===== src/rtl/alu_pipe.sv =====
// alu_pipe: registered, parametrised ALU with valid/ready handshakes.
// Sits between the register file / control sequencer and the accumulator
// write-back of the 8-bit computer datapath.
//
// Operations (op): 0 ADD, 1 ADC, 2 SUB, 3 SBB, 4 AND, 5 OR, 6 XOR, 7 NOT,
// 8 SHL, 9 SHR, 10 MUL (iterative shift-add), 11-15 illegal.
//
// Ports:
//   clk        system clock, rising edge
//   rst_n      synchronous active-low reset
//   in_valid   operation request
//   in_ready   block can accept a request this cycle
//   op         opcode
//   in_a/in_b  operands
//   out_valid  result/flags valid
//   out_ready  consumer accepts result
//   result     result (low half of the product for MUL)
//   result_hi  high half of the MUL product, 0 for other ops
//   flags      {err, v, n, z, c}, registered together with result
module alu_pipe #(
  parameter int WIDTH = 8,
  parameter int CNT_W = $clog2(WIDTH + 1)
) (
  input  logic             clk,
  input  logic             rst_n,
  input  logic             in_valid,
  output logic             in_ready,
  input  logic [3:0]       op,
  input  logic [WIDTH-1:0] in_a,
  input  logic [WIDTH-1:0] in_b,
  output logic             out_valid,
  input  logic             out_ready,
  output logic [WIDTH-1:0] result,
  output logic [WIDTH-1:0] result_hi,
  output logic [4:0]       flags
);

  localparam logic [3:0] OP_ADD = 4'd0;
  localparam logic [3:0] OP_ADC = 4'd1;
  localparam logic [3:0] OP_SUB = 4'd2;
  localparam logic [3:0] OP_SBB = 4'd3;
  localparam logic [3:0] OP_AND = 4'd4;
  localparam logic [3:0] OP_OR  = 4'd5;
  localparam logic [3:0] OP_XOR = 4'd6;
  localparam logic [3:0] OP_NOT = 4'd7;
  localparam logic [3:0] OP_SHL = 4'd8;
  localparam logic [3:0] OP_SHR = 4'd9;
  localparam logic [3:0] OP_MUL = 4'd10;

  localparam int MSB = WIDTH - 1;

  typedef enum logic {
    S_IDLE,
    S_BUSY
  } state_t;

  state_t state_q;
  state_t state_d;

  logic                 carry_q;
  logic [CNT_W-1:0]     cnt_q;
  logic [2*WIDTH-1:0]   mcand_q;
  logic [WIDTH-1:0]     mplier_q;
  logic [2*WIDTH-1:0]   acc_q;
  logic [2*WIDTH-1:0]   acc_next;
  logic                 cnt_last;

  logic                 accept;
  logic                 pop;

  logic [WIDTH:0]       sum;
  logic [WIDTH-1:0]     alu_res;
  logic                 alu_c;
  logic                 alu_v;
  logic                 alu_err;
  logic                 alu_sets_c;
  logic [4:0]           alu_flags;

  assign in_ready = (state_q == S_IDLE) && (!out_valid || out_ready);
  assign accept   = in_valid && in_ready;
  assign pop      = out_valid && out_ready;

  // The multiplicand shifts left and the multiplier shifts right each
  // iteration, so bit[counter] of the original multiplier is always at bit 0.
  assign acc_next = mplier_q[0] ? (acc_q + mcand_q) : acc_q;
  assign cnt_last = (cnt_q == CNT_W'(WIDTH - 1));

  // Single-cycle operations. Add/sub run at WIDTH+1 bits so the top bit is
  // the carry (add) or the borrow (sub).
  always_comb begin
    sum        = '0;
    alu_res    = '0;
    alu_c      = 1'b0;
    alu_v      = 1'b0;
    alu_err    = 1'b0;
    alu_sets_c = 1'b0;
    case (op)
      OP_ADD, OP_ADC: begin
        sum = {1'b0, in_a} + {1'b0, in_b}
              + ((op == OP_ADC) ? {{WIDTH{1'b0}}, carry_q} : '0);
        alu_res    = sum[WIDTH-1:0];
        alu_c      = sum[WIDTH];
        alu_v      = (in_a[MSB] == in_b[MSB]) && (sum[MSB] != in_a[MSB]);
        alu_sets_c = 1'b1;
      end
      OP_SUB, OP_SBB: begin
        sum = {1'b0, in_a} - {1'b0, in_b}
              - ((op == OP_SBB) ? {{WIDTH{1'b0}}, carry_q} : '0);
        alu_res    = sum[WIDTH-1:0];
        alu_c      = sum[WIDTH];
        alu_v      = (in_a[MSB] != in_b[MSB]) && (sum[MSB] != in_a[MSB]);
        alu_sets_c = 1'b1;
      end
      OP_AND: alu_res = in_a & in_b;
      OP_OR:  alu_res = in_a | in_b;
      OP_XOR: alu_res = in_a ^ in_b;
      OP_NOT: alu_res = ~in_a;
      OP_SHL: begin
        alu_res    = {in_a[WIDTH-2:0], 1'b0};
        alu_c      = in_a[MSB];
        alu_sets_c = 1'b1;
      end
      OP_SHR: begin
        alu_res    = {1'b0, in_a[WIDTH-1:1]};
        alu_c      = in_a[0];
        alu_sets_c = 1'b1;
      end
      OP_MUL: alu_res = '0;
      default: alu_err = 1'b1;
    endcase
    alu_flags = {alu_err, alu_v, alu_res[MSB], (alu_res == '0), alu_c};
  end

  always_ff @(posedge clk) begin
    if (!rst_n) begin
      state_q <= S_IDLE;
    end else begin
      state_q <= state_d;
    end
  end

  always_comb begin
    state_d = state_q;
    case (state_q)
      S_IDLE: if (accept && (op == OP_MUL)) state_d = S_BUSY;
      S_BUSY: if (cnt_last) state_d = S_IDLE;
      default: state_d = S_IDLE;
    endcase
  end

  // Output registers, stored carry and multiplier datapath. A MUL is only
  // accepted when the output slot is empty or being popped, so out_valid is
  // always low while BUSY.
  always_ff @(posedge clk) begin
    if (!rst_n) begin
      out_valid <= 1'b0;
      result    <= '0;
      result_hi <= '0;
      flags     <= '0;
      carry_q   <= 1'b0;
      cnt_q     <= '0;
      mcand_q   <= '0;
      mplier_q  <= '0;
      acc_q     <= '0;
    end else if (state_q == S_IDLE) begin
      if (accept) begin
        if (op == OP_MUL) begin
          mcand_q   <= {{WIDTH{1'b0}}, in_a};
          mplier_q  <= in_b;
          acc_q     <= '0;
          cnt_q     <= '0;
          out_valid <= 1'b0;
        end else begin
          result    <= alu_res;
          result_hi <= '0;
          flags     <= alu_flags;
          out_valid <= 1'b1;
          if (alu_sets_c) carry_q <= alu_c;
        end
      end else if (pop) begin
        out_valid <= 1'b0;
      end
    end else begin
      acc_q    <= acc_next;
      mcand_q  <= mcand_q << 1;
      mplier_q <= mplier_q >> 1;
      cnt_q    <= cnt_q + CNT_W'(1);
      if (cnt_last) begin
        result    <= acc_next[WIDTH-1:0];
        result_hi <= acc_next[2*WIDTH-1:WIDTH];
        flags     <= {1'b0, 1'b0, acc_next[MSB], (acc_next == '0), 1'b0};
        out_valid <= 1'b1;
      end
    end
  end

endmodule


===== config.mk =====
export PLATFORM = sky130hd
export DESIGN_NAME = alu_pipe
export DESIGN_NICKNAME = d
export VERILOG_FILES = /design/src/rtl/alu_pipe.sv
export SDC_FILE = /design/constraint.sdc
export NUM_CORES = 1
export LEC_CHECK = 0
export CAP_MARGIN = 20
export CORE_MARGIN = 3
export CORE_UTILIZATION = 25
export CTS_CLUSTER_SIZE = 12
export DETAILED_ROUTE_END_ITERATION = 12
export PLACE_DENSITY_LB_ADDON = 0.08
export SYNTH_ARGS = -nofsm -noshare
export SYNTH_HDL_FRONTEND = slang
export SYNTH_SLANG_ARGS = --single-unit

===== constraint.sdc =====
create_clock -name clk -period 8.9 [get_ports clk]
set_input_delay 0.89 -clock clk [delete_from_list [all_inputs] [get_ports clk]]
set_output_delay 0.89 -clock clk [all_outputs]
set_load 0.005 [all_outputs]

### After elaboration in Yosys (flattened, before gate mapping)

Cells that the tools add are included.

* add/subtract/negate cells: 6
* multipliers: 0
* divide/modulo/power cells: 0
* magnitude comparators: 0
* equal/unequal tests: 17
* shift-type cells: 0
* multiplexer cells: 40
* bitwise logic cells: 7
* reductions and logical operators: 24

Operators with widths (number)
* $mux 16: 7
* $mux 8: 8
* $pmux 8 s8: 1
* $mux 7: 3
* $eq 4x3->1 const B: 5
* $mux 5: 4
* $add 16x16->16: 1
* $logic_not 16->1: 1
* $eq 4x4->1 const B: 3
* $mux 4: 3
* $mux 1: 11
* $reduce_or 10->1: 1
* $add 8x8->9: 1
* $add 9x1->9: 1
* $sub 8x8->9: 1
* $sub 9x1->9: 1
* $and 8x8->8: 1
* $eq 4x2->1 const B: 2
* $logic_not 8->1: 1
* $not 8->8: 1
* $or 8x8->8: 1
* $xor 8x8->8: 1
* $logic_and 1x1->1: 6
* $reduce_and 2->1: 3
* other kinds (18): 26

* bits in registers: 68
* bits in latches: 0
* memory bits (writable): 0
* bits in read-only memories: 0
* output and inout port bits: 23
* logic and storage cells: 106
* memories: 0

### Logic depth before layout (Yosys ltp)

* depth in word-level cells: 9
* mapped depth: 17
* mapped depth without buffers: 15

### Least setup slack after synthesis

No wires, ideal clock.

* kind: input-to-reg
* from: input op[2]
* to: register flags[0]
* arrival time: 4025 ps
* data required time: 8830 ps
* setup slack: 4805 ps
* cell stages on the path: 16
* cells stage by stage: clkbuf_1 -> or2_1 -> clkbuf_1 -> nor2_1 -> nand3_1 -> fa_1 -> fa_1 -> o21a_1 -> o211ai_1 -> nand2_1 -> a21o_1 -> a21oi_1 -> xnor2_1 -> a22o_1 -> or3_1 -> a21oi_1

* word-level cells in the longest chain between the ends: 7

RTL lines
* from (decl): RTL line 28 `input logic [3:0] op,`
* $eq 4x2->1 or $eq 4x1->1 (tied branches)
* $mux 1, on equally long branches: RTL line 108, 100
* $sub 9x1->9 or $add 9x1->9 (tied branches): RTL line 108, 100
* $pmux 1 s4: RTL line 97 `case (op)`
* $mux 5: RTL line 167 `if (op == OP_MUL) begin`
* $mux 5: RTL line 166 `if (accept) begin`
* $mux 5: RTL line 165 `end else if (state_q == S_IDLE) begin`
* to (signal assigned): RTL line 176 `flags <= alu_flags;`
* to (signal assigned): RTL line 191 `flags <= {1'b0, 1'b0, acc_next[MSB], (acc_next == '0), 1'b0};`
* to (decl): RTL line 35 `output logic [4:0] flags`

Parallel ways exist; a longest one is shown, timed or not. The select of a mux whose other input is x is not followed.
A chain may end at the register's enable or synchronous reset.

### Worst setup path in the final report

* from: input op[3]
* to: register flags[1]

* word-level cells in the longest chain between the ends: 8

RTL lines
* $eq 4x2->1 or $eq 4x1->1 (tied branches)
* $mux 1, on equally long branches: RTL line 108, 100
* $sub 9x1->9 or $add 9x1->9 (tied branches): RTL line 108, 100
* $pmux 8 s8: RTL line 97
* $logic_not 8->1: RTL line 131 `alu_flags = {alu_err, alu_v, alu_res[MSB], (alu_res == '0), alu_c};`
* $mux 5: RTL line 167
* $mux 5: RTL line 166
* $mux 5: RTL line 165

Parallel ways exist; a longest one is shown, timed or not. The select of a mux whose other input is x is not followed.

==> run summary <==
* 0.351 — share of total power in sequential cells
* 752 — number of nets in the synthesized netlist
* 141.1 nW/µm² — power per unit of standard cell area
* 0 — final slew viol count
* dfxtp_1 — most frequently used flop master after synthesis
* 0.3730 — worst slew margin relative to its limit
* 0 — Resized Gates After CTS
* 677 — Cells after Synth
* 22,570 µm² — total die area
* 0.2553 — Starting Density
* 9 — TritonCTS Buffers
* 71 — number of distinct library cell variants in the gate-level netlist after synthesis
* 0.06761 — layout cells sized above 1
* clkbuf_16 — buffer type at the clock tree root
* done — clock tree from TritonCTS
* 5 — number of iterations in the first detailed-routing pass
* 6267 µm² — final design instance area without fill
* 12,650 µm — HPWL after detailed placement
* 0.178 — power share of the combinational group
* mplier_q[1] — endpoint of the worst hold-timing path
* finished, final reports clean — run status
* flop — Worst Setup End Kind
* primary input — Setup crit start kind
* 4.781 ns — minimum period implied by the final worst setup slack
* 0 — residual overflow from global routing
* 4,998 — total number of vias
* 5927 µm² — cell area after placement
* 0.5372 — share of the clock period used by the worst path after layout
* 3.727 ns — worst slack, placed
* nand2_1 — leading cell type in the layout, fill and taps excluded
* 0 — Routed Antenna Nets
* 46 — count of port buffers added during placement
* 0 — initial antenna violation count
* 0 — DRC violation count after routing
* 2 — Clock Tree Buf Depth
* 5.100 — average via count per standard cell
* flags[1] — reg-to-reg critical path endpoint
* 0 — number of buffers inserted for hold repair after clock tree synthesis
* 0 — proportion of register bits with asynchronous set or reset after synthesis
* 0.471 — clock share of power
* 0 — total inserted antenna cells
* 5.03 ns — Arrival @ worst endpoint
* 20,360 µm² — Core Area
* 5200 µm² — synthesized cell area
* 0.8336 — Routability Congestion
* 0 — number of flops mapped to enable cells by yosys
* 0.007937 ns — worst clock skew on the final layout
* 0 — Ys Warns
* 2 — Hold Path Stages
* 150.2 µm — Die X-Extent
* in2reg — critical setup path kind
* 0.2735 — switching part of the total power
* 55 — largest net degree at the start of global routing
* 67 — TritonCTS Sinks
* reg2reg — worst hold path class
* 27,510 µm — first-pass GRT wire length
* 4.119 ns — setup ws final
* 0.4572 ns — Worst Hold Slack
* mcand_q[0] — Reg-to-Reg Start
* 4,794 — via count of the first global-routing pass
* nand2_1, a21oi_1, nor2_1, dfxtp_1 — highest-count cells in the layout ignoring fill and taps
* 781 — # nets final
* 47 — count of boundary I/O pins
* 67 — flip-flop and latch count after synthesis
* 150.2 µm — die outline height
* 5.66 ns — worst reg-to-reg setup slack
* 0 — maximum capacitance violations
* op[3] — launch point of the critical path
* 0.34 ns — Skew-Pair Late Insertion Delay
* 0.2579 — Seq/Total Area, Yosys
* 9.15 ns — required time reported for the critical path endpoint
* 361 — Detailed Route Iter0 Violations
* 0.06 ns — CTS clock-pin slew for the worst setup and hold paths
* 0.0002418 W — Sw Pwr
* 20.52% — Synth-to-Final Area Change
* 0.3078 — end-of-flow core utilization
* 209.2 MHz — Max Freq
* 0 — Hold Violations, Final
* 0.0006425 W — cell-internal power
* no — unrepaired setup endpoints after global routing
* 52 — Site Rows
* 2.399 nW — leak pwr
* 3 — CTS H-tree depth
* 86.46 µV — worst IR drop on VDD
* 17.44 µm — post-detailed-route wirelength per cell
* 18 — biggest fanout along the worst timing path
* mplier_q[1] — launch instance of the worst min-delay path
* 17,090 µm — total wirelength of the detailed-routed design
* 0 — number of setup buffers added after CTS
* 0.9395 ns — actual slew at the worst max-slew pin
* 0 ns — post-route setup TNS
* 0 — final number of setup-violating endpoints
* 11 — number of cells traversed by the worst register-to-register path
* 7.681 µm² — syn avg cell area
* 0.1559 — GR Util All Layers
==> power groups by stage <==
stage / clock network (W) / registers, W / logic, W
3_3_place_gp: 0 / 0.000317 / 0.000159
2_1_floorplan: 0 / 0.000315 / 0.0000987
5_1_grt: 0.000439 / 0.000311 / 0.000176
6_report: 0.000416 / 0.000310 / 0.000158
3_5_place_dp: 0 / 0.000317 / 0.000158
4_1_cts: 0.000430 / 0.000310 / 0.000159
==> worst max-delay path, stage by stage <==
cell and delay (ns):
clkdlybuf4s50_1 0.69, or2_1 0.42, nor2_1 0.31, nand3_1 0.14, fa_1 0.43, fa_1 0.41, o21a_1 0.23, or3_1 0.31
nand3_1 0.09, o31ai_1 0.07, a211oi_1 0.49, nand3_1 0.14, nor3_1 0.23, a32oi_1 0.10, o41ai_2 0.07
==> how the worst max path moves through the flow <==
stage / to / slack, ns / cells past startpoint
2_1_floorplan: flags[0] / 4.80 / 16
3_3_place_gp: flags[1] / 3.86 / 15
3_5_place_dp: flags[1] / 3.73 / 15
4_1_cts: flags[1] / 4.10 / 15
5_1_grt: flags[1] / 3.83 / 15
6_report: flags[1] / 4.12 / 15
==> per-layer routing <==
layer	vias up	global-route usage	part of all wire
met4	0	0.03934	0.014
li1	2499	-	-
met2	120	0.2334	0.43
met5	-	0	0
met1	2364	0.2311	0.51
met3	15	0.02679	0.038
==> synth_stat cells, types with 3 or more instances <==
cell type / n / area (µm²)
mux2i_1: 10 / 100.1
o211ai_1: 7 / 52.55
o221ai_1: 4 / 35.03
clkbuf_1: 30 / 112.6
nand2b_1: 14 / 87.58
nor3b_1: 4 / 30.03
nand3b_1: 6 / 45.04
and2_1: 3 / 18.77
a311oi_1: 3 / 26.28
a31oi_1: 4 / 25.02
xor2_1: 6 / 52.55
nor2b_1: 6 / 37.54
a21o_1: 5 / 37.54
nand3_1: 20 / 100.1
o21a_1: 9 / 67.56
nand2_1: 81 / 304.0
ha_1: 46 / 575.6
nor4_1: 3 / 18.77
nor3_1: 12 / 60.06
fa_1: 5 / 100.1
a221oi_1: 4 / 35.03
a211oi_1: 8 / 60.06
and3_1: 5 / 31.28
o21ai_0: 20 / 100.1
inv_1: 37 / 138.9
mux2_2: 8 / 90.09
o31ai_1: 3 / 22.52
a21boi_0: 4 / 30.03
dfxtp_1: 67 / 1341
buf_1: 6 / 22.52
nor2_1: 74 / 277.8
a32oi_1: 4 / 35.03
o22ai_1: 4 / 25.02
a22oi_1: 21 / 157.7
a21oi_1: 79 / 395.4
xnor2_1: 11 / 96.34
or3_1: 4 / 25.02
==> flip-flops by register name, summed over array words and instances, names as in the netlist <==
| signal | cells |
|---|---|
| carry_q | 1 |
| result_hi | 8 |
| cnt_q | 4 |
| mplier_q | 8 |
| state_q | 1 |
| mcand_q | 16 |
| acc_q | 16 |
| result | 7 |
| flags | 5 |
| out_valid | 1 |
==> kinds of logic after synthesis <==
group,after synthesis,share of synthesized area
and+or+nand+nor,244,0.2187
AOI/OAI and AO/OA,204,0.2690
buffers and inverters,75,0.05486
DFF,67,0.2579
adders and majority gates,51,0.1299
muxes,19,0.04091
xor gates and xnor gates,17,0.02863
==> cell type report <==
class / count / area (µm²)
Inverter: 38 / 142.6
Sequential cell: 67 / 1343
Fill cell: 2175 / 14100
Multi-Input combinational cell: 535 / 3576
Tap cell: 270 / 337.8
Clock buffer: 9 / 225.2
Timing Repair Buffer: 55 / 528.0
Clock inverter: 6 / 115.1
==> metrics by stage <==
step	instances	power, W
after floorplan	677	0.0004138
after global placement	965	0.0004760
after detailed placement	965	0.0004746
after CTS	980	0.0008997
after global routing	980	0.0009261
final	980	0.0008844
No activity file was read; power rests on OpenSTA's default activity.
